==> src/rtl/lcd_dbg_probe_pkg.sv <==
// Shared types and constants for the LCD debug probe: sampling FSM encoding,
// mode constants, default timing values and the wrapping cursor step.
package lcd_dbg_probe_pkg;

    typedef enum logic [1:0] {
        ST_IDLE    = 2'd0,
        ST_RD_REQ  = 2'd1,
        ST_RD_WAIT = 2'd2,
        ST_LATCH   = 2'd3
    } state_t;

    localparam logic MODE_RAM = 1'b1;
    localparam logic MODE_CPU = 1'b0;

    localparam int DEF_DEBOUNCE_CYCLES = 500000;
    localparam int DEF_REFRESH_CYCLES  = 2500000;

    // Step a cursor by one in either direction, wrapping between 0 and last.
    function automatic logic [7:0] wrap_step(input logic [7:0] cur,
                                             input logic [7:0] last,
                                             input logic       up);
        if (up)
            return (cur == last) ? 8'd0 : cur + 8'd1;
        else
            return (cur == 8'd0) ? last : cur - 8'd1;
    endfunction

endpackage

==> src/rtl/lcd_dbg_probe_if.sv <==
// RAM read port plus the address/data/mode triple handed to the LCD driver.
interface lcd_dbg_probe_if;
    logic [7:0] mem_addr;
    logic       mem_rd_en;
    logic [7:0] mem_rd_data;
    logic [7:0] addr_out;
    logic [7:0] data_out;
    logic       switch_flag;

    modport master (
        output mem_addr, mem_rd_en, addr_out, data_out, switch_flag,
        input  mem_rd_data
    );

    modport slave (
        input  mem_addr, mem_rd_en, addr_out, data_out, switch_flag,
        output mem_rd_data
    );
endinterface

==> src/rtl/lcd_dbg_probe_btn_debounce.sv <==
// Pushbutton conditioner: 2-FF synchronizer, stability counter, and a
// one-cycle pulse on each accepted 0->1 transition of the stable level.
module btn_debounce
    import lcd_dbg_probe_pkg::*;
#(
    parameter int CYCLES = DEF_DEBOUNCE_CYCLES
) (
    input  logic clk,
    input  logic rst_n,
    input  logic raw,
    output logic press
);
    localparam int CW = $clog2(CYCLES + 1);

    logic          sync1_reg;
    logic          sync2_reg;
    logic          level_reg;
    logic          press_reg;
    logic [CW-1:0] cnt_reg;

    // The counter only runs while the synchronized input disagrees with the
    // accepted level; any agreeing sample restarts the stability window.
    always_ff @(posedge clk or negedge rst_n) begin
        if (!rst_n) begin
            sync1_reg <= 1'b0;
            sync2_reg <= 1'b0;
            level_reg <= 1'b0;
            press_reg <= 1'b0;
            cnt_reg   <= '0;
        end else begin
            sync1_reg <= raw;
            sync2_reg <= sync1_reg;
            press_reg <= 1'b0;
            if (sync2_reg == level_reg) begin
                cnt_reg <= '0;
            end else if (cnt_reg == CW'(CYCLES - 1)) begin
                level_reg <= sync2_reg;
                press_reg <= sync2_reg;
                cnt_reg   <= '0;
            end else begin
                cnt_reg <= cnt_reg + CW'(1);
            end
        end
    end

    assign press = press_reg;

endmodule

==> src/rtl/lcd_dbg_probe.sv <==
// Browse cursor and mode selection for the LCD debug view; fetches the byte
// under the cursor from RAM or the CPU snapshot and holds it for display.
module lcd_dbg_probe
    import lcd_dbg_probe_pkg::*;
#(
    parameter int DEBOUNCE_CYCLES = DEF_DEBOUNCE_CYCLES,
    parameter int REFRESH_CYCLES  = DEF_REFRESH_CYCLES,
    parameter int RAM_LATENCY     = 1,
    parameter int CPU_BYTES       = 10
) (
    input  logic                   qzt_clk,
    input  logic                   rst_n,
    input  logic                   btn_up,
    input  logic                   btn_down,
    input  logic                   btn_mode,
    input  logic [8*CPU_BYTES-1:0] cpu_interface,
    lcd_dbg_probe_if.master        bus
);
    localparam int         RW       = (REFRESH_CYCLES > 1) ? $clog2(REFRESH_CYCLES) : 1;
    localparam logic [7:0] CPU_LAST = 8'(CPU_BYTES - 1);

    logic [2:0] raw_btn;
    logic [2:0] press;

    assign raw_btn = {btn_mode, btn_down, btn_up};

    for (genvar gi = 0; gi < 3; gi++) begin : g_btn
        btn_debounce #(.CYCLES(DEBOUNCE_CYCLES)) u_debounce (
            .clk   (qzt_clk),
            .rst_n (rst_n),
            .raw   (raw_btn[gi]),
            .press (press[gi])
        );
    end

    // A mode press swallows up/down; simultaneous up and down cancel.
    logic mode_ev, up_ev, down_ev, any_ev;
    assign mode_ev = press[2];
    assign up_ev   = press[0] & ~press[1] & ~mode_ev;
    assign down_ev = press[1] & ~press[0] & ~mode_ev;
    assign any_ev  = mode_ev | up_ev | down_ev;

    state_t          state_reg, state_next;
    logic            switch_reg;
    logic [7:0]      ram_cur_reg, cpu_cur_reg;
    logic [RW-1:0]   refresh_reg;
    logic            pending_reg;
    logic [7:0]      mem_addr_reg, addr_reg, data_reg;
    logic [1:0]      wait_reg;
    logic            refresh_wrap;
    logic            rd_en, start_read, capture_ram, capture_cpu;
    logic [7:0]      cpu_byte;

    assign refresh_wrap = (refresh_reg == RW'(REFRESH_CYCLES - 1));

    always_comb begin
        cpu_byte = 8'd0;
        for (int k = 0; k < CPU_BYTES; k++) begin
            if (cpu_cur_reg == 8'(k))
                cpu_byte = cpu_interface[8*k +: 8];
        end
    end

    always_ff @(posedge qzt_clk or negedge rst_n) begin
        if (!rst_n)
            state_reg <= ST_IDLE;
        else
            state_reg <= state_next;
    end

    always_comb begin
        state_next = state_reg;
        case (state_reg)
            ST_IDLE: begin
                if (pending_reg)
                    state_next = (switch_reg == MODE_CPU) ? ST_LATCH : ST_RD_REQ;
            end
            ST_RD_REQ:  state_next = ST_RD_WAIT;
            ST_RD_WAIT: begin
                if (wait_reg == 2'(RAM_LATENCY - 1))
                    state_next = ST_LATCH;
            end
            default:    state_next = ST_IDLE;
        endcase
    end

    // Outputs load on the edge that enters LATCH, so the mode that chose the
    // path at IDLE decides the source even if switch_flag has since toggled.
    always_comb begin
        rd_en       = (state_reg == ST_RD_REQ);
        start_read  = (state_reg == ST_IDLE) && (state_next == ST_RD_REQ);
        capture_ram = (state_reg == ST_RD_WAIT) && (state_next == ST_LATCH);
        capture_cpu = (state_reg == ST_IDLE) && (state_next == ST_LATCH);
    end

    always_ff @(posedge qzt_clk or negedge rst_n) begin
        if (!rst_n) begin
            switch_reg   <= MODE_RAM;
            ram_cur_reg  <= 8'd0;
            cpu_cur_reg  <= 8'd0;
            refresh_reg  <= '0;
            pending_reg  <= 1'b1;
            mem_addr_reg <= 8'd0;
            addr_reg     <= 8'd0;
            data_reg     <= 8'd0;
            wait_reg     <= 2'd0;
        end else begin
            if (mode_ev)
                switch_reg <= ~switch_reg;
            if (up_ev || down_ev) begin
                if (switch_reg == MODE_RAM)
                    ram_cur_reg <= wrap_step(ram_cur_reg, 8'hFF, up_ev);
                else
                    cpu_cur_reg <= wrap_step(cpu_cur_reg, CPU_LAST, up_ev);
            end
            refresh_reg <= refresh_wrap ? '0 : refresh_reg + RW'(1);
            if (any_ev || refresh_wrap)
                pending_reg <= 1'b1;
            else if (state_reg == ST_IDLE)
                pending_reg <= 1'b0;
            if (start_read)
                mem_addr_reg <= ram_cur_reg;
            if (capture_ram) begin
                addr_reg <= mem_addr_reg;
                data_reg <= bus.mem_rd_data;
            end else if (capture_cpu) begin
                addr_reg <= cpu_cur_reg;
                data_reg <= cpu_byte;
            end
            wait_reg <= (state_reg == ST_RD_WAIT) ? wait_reg + 2'd1 : 2'd0;
        end
    end

    assign bus.mem_addr    = mem_addr_reg;
    assign bus.mem_rd_en   = rd_en;
    assign bus.addr_out    = addr_reg;
    assign bus.data_out    = data_reg;
    assign bus.switch_flag = switch_reg;

endmodule

==> src/flat_wrapper.sv <==
// flat-port wrapper written by rule: the top's interface ports become plain ports
module lcd_dbg_probe_flat import lcd_dbg_probe_pkg::*;
#(
    parameter int DEBOUNCE_CYCLES = DEF_DEBOUNCE_CYCLES,
    parameter int REFRESH_CYCLES  = DEF_REFRESH_CYCLES,
    parameter int RAM_LATENCY     = 1,
    parameter int CPU_BYTES       = 10
)
  (qzt_clk, rst_n, btn_up, btn_down, btn_mode, cpu_interface, bus_mem_addr, bus_mem_rd_en, bus_addr_out, bus_data_out, bus_switch_flag, bus_mem_rd_data);
  lcd_dbg_probe_if bus_i ();
  input  logic qzt_clk;
  input  logic rst_n;
  input  logic btn_up;
  input  logic btn_down;
  input  logic btn_mode;
  input  logic [8*CPU_BYTES-1:0] cpu_interface;
  output wire logic [$bits(bus_i.mem_addr)-1:0] bus_mem_addr;
  output wire logic [$bits(bus_i.mem_rd_en)-1:0] bus_mem_rd_en;
  output wire logic [$bits(bus_i.addr_out)-1:0] bus_addr_out;
  output wire logic [$bits(bus_i.data_out)-1:0] bus_data_out;
  output wire logic [$bits(bus_i.switch_flag)-1:0] bus_switch_flag;
  input wire logic [$bits(bus_i.mem_rd_data)-1:0] bus_mem_rd_data;
  assign bus_mem_addr = bus_i.mem_addr;
  assign bus_mem_rd_en = bus_i.mem_rd_en;
  assign bus_addr_out = bus_i.addr_out;
  assign bus_data_out = bus_i.data_out;
  assign bus_switch_flag = bus_i.switch_flag;
  assign bus_i.mem_rd_data = bus_mem_rd_data;
  lcd_dbg_probe #(.DEBOUNCE_CYCLES(DEBOUNCE_CYCLES), .REFRESH_CYCLES(REFRESH_CYCLES), .RAM_LATENCY(RAM_LATENCY), .CPU_BYTES(CPU_BYTES)) u_core (.qzt_clk(qzt_clk), .rst_n(rst_n), .btn_up(btn_up), .btn_down(btn_down), .btn_mode(btn_mode), .cpu_interface(cpu_interface), .bus(bus_i));
endmodule
==> config.mk <==
export PLATFORM = sky130hd
export DESIGN_NAME = lcd_dbg_probe_flat
export DESIGN_NICKNAME = d
export VERILOG_FILES = /design/src/rtl/lcd_dbg_probe_pkg.sv /design/src/rtl/lcd_dbg_probe_if.sv /design/src/rtl/lcd_dbg_probe_btn_debounce.sv /design/src/rtl/lcd_dbg_probe.sv /design/src/flat_wrapper.sv
export SDC_FILE = /design/constraint.sdc
export NUM_CORES = 1
export LEC_CHECK = 0
export ABC_AREA = 1
export BUFFER_PORTS_ARGS = -buffer_cell sky130_fd_sc_hd__buf_2
export CORE_MARGIN = 2
export CORE_UTILIZATION = 62
export CTS_CLUSTER_SIZE = 16
export DETAILED_ROUTE_END_ITERATION = 7
export HOLD_SLACK_MARGIN = 0.03
export PLACE_DENSITY_LB_ADDON = 0.08
export SYNTH_ARGS = -nofsm -noshare
export SYNTH_HDL_FRONTEND = slang
export SYNTH_SLANG_ARGS = --single-unit
export TNS_END_PERCENT = 100
==> constraint.sdc <==
create_clock -name qzt_clk -period 6.1 [get_ports qzt_clk]
set_input_delay 1.22 -clock qzt_clk [delete_from_list [all_inputs] [get_ports qzt_clk]]
set_output_delay 1.22 -clock qzt_clk [all_outputs]
set_load 0.01 [all_outputs]
After elaboration in Yosys (flattened, before gate mapping)
Index checks and enable logic that the tools add are counted.
{"block": "op_classes", "n_addsub": 9, "eq_ne": 21, "n_mux": 40, "bitwise_logic": 13, "reduce_logical": 16}
{"op": "$mux W8", "n": 20}
{"op": "$mux W19", "n": 6}
{"op": "$add A19 B1 Y19 const B", "n": 3}
{"op": "$eq A19 B19 Y1 const B", "n": 3}
{"op": "$eq A8 B3 Y1 const B", "n": 4}
{"op": "$add A22 B1 Y22 const B", "n": 1}
{"op": "$eq A22 B22 Y1 const B", "n": 1}
{"op": "$mux W22", "n": 1}
{"op": "$add A8 B1 Y8 const B", "n": 2}
{"op": "$eq A8 B2 Y1 const B", "n": 2}
{"op": "$eq A8 B4 Y1 const B", "n": 2}
{"op": "$logic_not A8 Y1", "n": 2}
{"op": "$sub A8 B1 Y8 const B", "n": 2}
{"op": "$reduce_and A2 Y1", "n": 5}
{"op": "$eq A8 B1 Y1 const B", "n": 1}
{"op": "$eq A8 B8 Y1 const B", "n": 1}
{"op": "$mux W1", "n": 8}
{"op": "$mux W2", "n": 4}
{"op": "$not A1 Y1", "n": 7}
{"op": "$pmux W2 S3", "n": 1}
{"op": "$and A1 B1 Y1", "n": 4}
{"op": "$eq A2 B1 Y1 const B", "n": 2}
{"op": "$eq A2 B2 Y1 const B", "n": 2}
{"op": "$logic_not A2 Y1", "n": 2}
{"op": "other kinds (6)", "n": 13}
{"block": "word_totals", "regBits": 137, "in_bits": 93, "out_inout_bits": 26}

Longest topological paths before layout
{"block": "depth", "depth_word": 13, "mapped_depth": 19}

Hierarchy
Synthesis repeated with hierarchy kept, for this count alone.
{"block": "unflattened", "cells_unflattened": 1135, "area_unflattened_um2": 8494.4}
{"mod": "lcd_dbg_probe", "n_inst": 1, "cells_per_inst": 689, "area_per_inst_um2": 4827.1}
{"mod": "btn_debounce at u_core.g_btn[0].u_debounce ...", "n_inst": 2, "cells_per_inst": 149, "area_per_inst_um2": 1223.7}
{"mod": "btn_debounce at u_core.g_btn[2].u_debounce", "n_inst": 1, "cells_per_inst": 148, "area_per_inst_um2": 1219.9}

Least setup slack after synthesis
Ideal clock, no wire load.
{"block": "synth_path", "path_kind": "input -> register", "startpoint": "input cpu_interface[22]", "endpoint": "register u_core.data_reg[6], in the netlist u_core.bus.data_out[6]", "arrival_ns": 1.969, "required_ns": 5.984, "path_slack_ns": 4.014, "path_stages": 11, "path_buffers": 0, "path_cell_list": "or2_2 > nand3_1 > nand3_1 > nand2_1 > nand2_1 > nand2_1 > nand2_1 > nand2_1 > nand2_1 > nand2_1 > nand2_1"}
{"block": "synth_via", "elab_chain_cells": 10}
{"element": "start, declared", "line_no": "flat_wrapper.sv:16", "source": "input logic [8*CPU_BYTES-1:0] cpu_interface;"}
{"element": "$mux W8 (8 in a row)", "line_no": "lcd_dbg_probe.sv:59", "source": "if (cpu_cur_reg == 8'(k))"}
{"element": "$mux W8", "line_no": "lcd_dbg_probe.sv:126", "source": "end else if (capture_cpu) begin"}
{"element": "$mux W8", "line_no": "lcd_dbg_probe.sv:123", "source": "if (capture_ram) begin"}
{"element": "end signal, assigned", "line_no": "lcd_dbg_probe.sv:125", "source": "data_reg <= bus.mem_rd_data;"}
{"element": "end signal, assigned", "line_no": "lcd_dbg_probe.sv:128", "source": "data_reg <= cpu_byte;"}
{"element": "end, declared", "line_no": "lcd_dbg_probe.sv:48", "source": "logic [7:0] mem_addr_reg, addr_reg, data_reg;"}
Every way passes these cells. The select of a mux whose other input is x is not followed.
A chain may end at the register's enable or synchronous reset.

Worst setup path after layout
{"block": "layout_path", "startpoint": "register u_core.state_reg[0]", "endpoint": "register u_core.data_reg[0], in the netlist u_core.bus.data_out[0]"}
{"block": "layout_via", "elab_chain_cells": 5}
{"element": "start, declared", "line_no": "lcd_dbg_probe.sv:43", "source": "state_t state_reg, state_next;"}
{"element": "start signal, assigned", "line_no": "lcd_dbg_probe.sv:68", "source": "state_reg <= state_next;"}
{"element": "$eq A2 B2 Y1 (tied with other cells)", "line_no": "lcd_dbg_probe.sv:73", "source": "case (state_reg)"}
{"element": "$pmux W2 S3 *", "line_no": "lcd_dbg_probe.sv:73"}
{"element": "net u_core.state_next[0]", "line_no": "lcd_dbg_probe.sv:43"}
{"element": "$eq A2 B2 Y1 *", "line_no": "lcd_dbg_probe.sv:92, lcd_dbg_probe.sv:93"}
{"element": "$logic_and A1 B1 Y1 (on tied branches)", "line_no": "lcd_dbg_probe.sv:92, lcd_dbg_probe.sv:93"}
{"element": "$mux W8 or $reduce_bool A2 Y1 (tied branches)"}
Mark *: on every way through the listed nets, which the timed path passes. The rest lies on a longest branch.

==> summary.txt <==
Synth
  – Most numerous cell in the Yosys netlist: nand2_1
  – Seq/Total Area, Yosys: a little over two fifths
  – Ys flop type: dfrtp_1
  – Yosys top cell area share: between 40% and 50%
  – Main combinational cell family by area after synthesis: simple AND/OR/NAND/NOR gates
  – Distinct cells, synth: 50
  – Synth top area cells: dfrtp_1 (42%), nand2_1 (11%), inv_1 (6.8%), nor2_1 (6.4%), a21oi_1 (3.7%)
  – Synth Area in Compound Gates: 10.1%
  – Synth Area in Simple Gates: 32.8%
  – Post-synthesis xor/xnor area fraction: approximately 3.4%
  – Commonest cells in the netlist: nand2_1 (241), inv_1 (145), nor2_1 (137), dfrtp_1 (135), a21oi_1 (60)
  – #FFs+latches synth: about 140
  – Ys Warns: 0
  – Area leader, netlist: dfrtp_1
  – Post-synth EDFFs: 0
  – Post-Syn Instances: ~1100
  – Synth Area per Inst: 7.52 um^2
  – Mapped Area: approximately 8000 um^2
  – Post-synth net total: between 1000 and 1500
  – Post-synthesis adder-cell area fraction: 2.65%
  – Post-synthesis mux area share: 0%
  – Synth async-reset ratio: between 90% and 100%

Routing
  – Post-DR wirelength/cell: ~14 um
  – 1st-iter DRT viols: approximately 660
  – Vias/cell: 5.40
  – Drt first pass iters: 7
  – Vias: 7434
  – DRT Wirelength: 18600 um
  – DRC Markers: 0
  – Post-route ant nets: 0

Timing
  – Final Skew: about 5.6 ps
  – Final min period: 3050 ps
  – Pins over their slew limit: 0
  – Setup violations, final: 0
  – Achievable frequency: between 300 and 400 MHz
  – Worst-Margin Slew: 1050 ps
  – Hold_ws: roughly 360 ps
  – Final hold viol count: 0
  – Worst slew margin relative to its limit: approximately 29%
  – Setup TNS: 0 ps
  – Period utilization: around half
  – RSZ-0062 raised after global routing: no

Global routing
  – Pin count of the biggest net entering global routing: a little under 90
  – First-pass GRT wire length: about 32000 um
  – Vias in the first global route: 6917
  – Congestion Overflow GR: 0
  – Overall Global Routing Usage: 27.8%
  – Initial antenna violation count: 0

Critical path
  – Crit path required time: roughly 6400 ps
  – Crit path arrival time: roughly 3400 ps
  – Worst R2R Path Depth: 11
  – Reg2Reg Launch Point: u_core.state_reg[0]
  – CP max FO: 29
  – Crit start category: register
  – CP Class: register to register
  – FF-to-FF setup slack: 3050 ps
  – Worst setup EP type: register
  – Reg-to-reg endpoint: u_core.bus.data_out[0]

Placed design
  – Post-DP HPWL: between 10000 and 15000 um
  – PortBufs: between 100 and 150
  – Routability cong.: between 0.8 and 0.9
  – Placed cells: 1344

CTS
  – Cts hold-fix bufs: 0
  – TritonCTS Buffers: 17
  – Clock root buffer master: clkbuf_16
  – CTS Sinks: between 100 and 150
  – Max clock buf depth: 2
  – CTS tree: done
  – Clk slew on worst S/H paths: ~60 ps
  – Clock insertion delay at the later pin of the skew report: approximately 420 ps
  – Post-CTS sizing: 0
  – Post-CTS Setup Bufs: 0
  – H-tree levels: 4

Finish
  – Layout cell share with drive strength beyond 1: between 15 and 20%
  – Final Core Density: approximately three quarters
  – Fillers: 1022
  – Nets: 1301
  – Layout area overhead: 15.9%
  – Finished Layout Cells: ~1400
  – Max reg flops: 57
  – Diode count: 0

Floorplanning
  – Initial core utilization: 63.7%
  – Die area: about 14000 um^2
  – Die span in y: 118 um
  – Die Wd: roughly 120 um
  – Core area: roughly 13000 um^2
  – Rows: around 40
  – Io pins: about 120

Pwr
  – Design Power: 1.93 mW
  – Leak pwr: between 4 and 5 nW
  – Peak VDD IR: 192 uV
  – Pwr/cell area: slightly above 200 nW/um^2

Worst hold path
  – HP Start: u_core.g_btn[2].u_debounce.sync1_reg
  – Hold path endpoint: u_core.g_btn[2].u_debounce.sync2_reg
  – Worst hold path depth: 0
  – HP Class: register to register

Run
  – Max cap viols: 0

Run status
  – Status: complete, no violations
-- worst max-delay path by stage --
stage	from	end	slack, ps	cells after the start
6_report	u_core.state_reg[0]	u_core.bus.data_out[0]	3050	11
5_1_grt	u_core.state_reg[0]	u_core.bus.data_out[1]	2680	11
4_1_cts	u_core.state_reg[1]	u_core.bus.data_out[0]	3090	11
3_5_place_dp	u_core.state_reg[0]	u_core.bus.data_out[1]	3150	11
3_3_place_gp	u_core.state_reg[0]	u_core.bus.data_out[2]	3250	12
2_1_floorplan	cpu_interface[22]	u_core.bus.data_out[6]	4010	11
-- critical path, cell delays in order (launching register included) --
cell and delay (ps):
dfrtp_1 420, inv_1 100, ha_1 240, o21ai_0 110
a21oi_1 240, nand2_1 550, inv_1 220, nand2_1 520
nor2_1 270, nor2_1 80, nand2_1 120, nand2_1 50
-- cells in the final DEF, fill, tap and decap left out, types with 14 or more instances in the layout --
| master | instances |
|---|---|
| nand2_1 | 241 |
| buf_2 | 117 |
| nor3b_1 | 14 |
| xor2_1 | 27 |
| nand4_1 | 17 |
| nand3_1 | 56 |
| nor3_1 | 46 |
| inv_1 | 145 |
| ha_1 | 17 |
| nor4_1 | 14 |
| a21oi_1 | 60 |
| nor2_1 | 137 |
| o21ai_0 | 39 |
| dfrtp_1 | 135 |
| clkbuf_16 | 17 |
-- final cells by class --
| class | count | area, um^2 | share of cell area, % |
|---|---|---|---|
| multi-input cells | 759 | 3930 | 42.2 |
| flip-flops and latches | 137 | 3430 | 36.8 |
| repair buffers | 121 | 619 | 6.64 |
| inverters | 155 | 584 | 6.27 |
| clock buffers | 19 | 433 | 4.64 |
| well taps | 172 | 215 | 2.31 |
| clock inverters | 13 | 106 | 1.14 |
-- layer usage --
layer / vias to the layer above / GRT usage [%] / share of wire (%)
met2: 277 / 44.7 / 47
met5: - / 0 / 0
met3: 42 / 5.81 / 6.4
met1: 3400 / 36.9 / 44
li1: 3715 / - / -
met4: 0 / 11.3 / 2.8
-- per-stage QoR --
step	setup WS [ps]	cell area (um^2)
2_1_floorplan	4010	8040
4_1_cts	3090	9320
6_report	3050	9320
5_1_grt	2680	9320
3_5_place_dp	3150	8780
3_3_place_gp	3250	8780
-- cell families after synthesis --
| family | after synthesis |
|---|---|
| flops | 137 |
| xor+xnor | 31 |
| buf+inv | 174 |
| compound gates | 141 |
| simple gates | 570 |
| fa+ha+maj | 17 |
-- power breakdown --
group	internal [mW]	switching [mW]
clock network	0.554	0.373
logic	0.0324	0.0469
registers	0.916	0.00445
total	1.50	0.424
(Power assumes the default switching activity.)
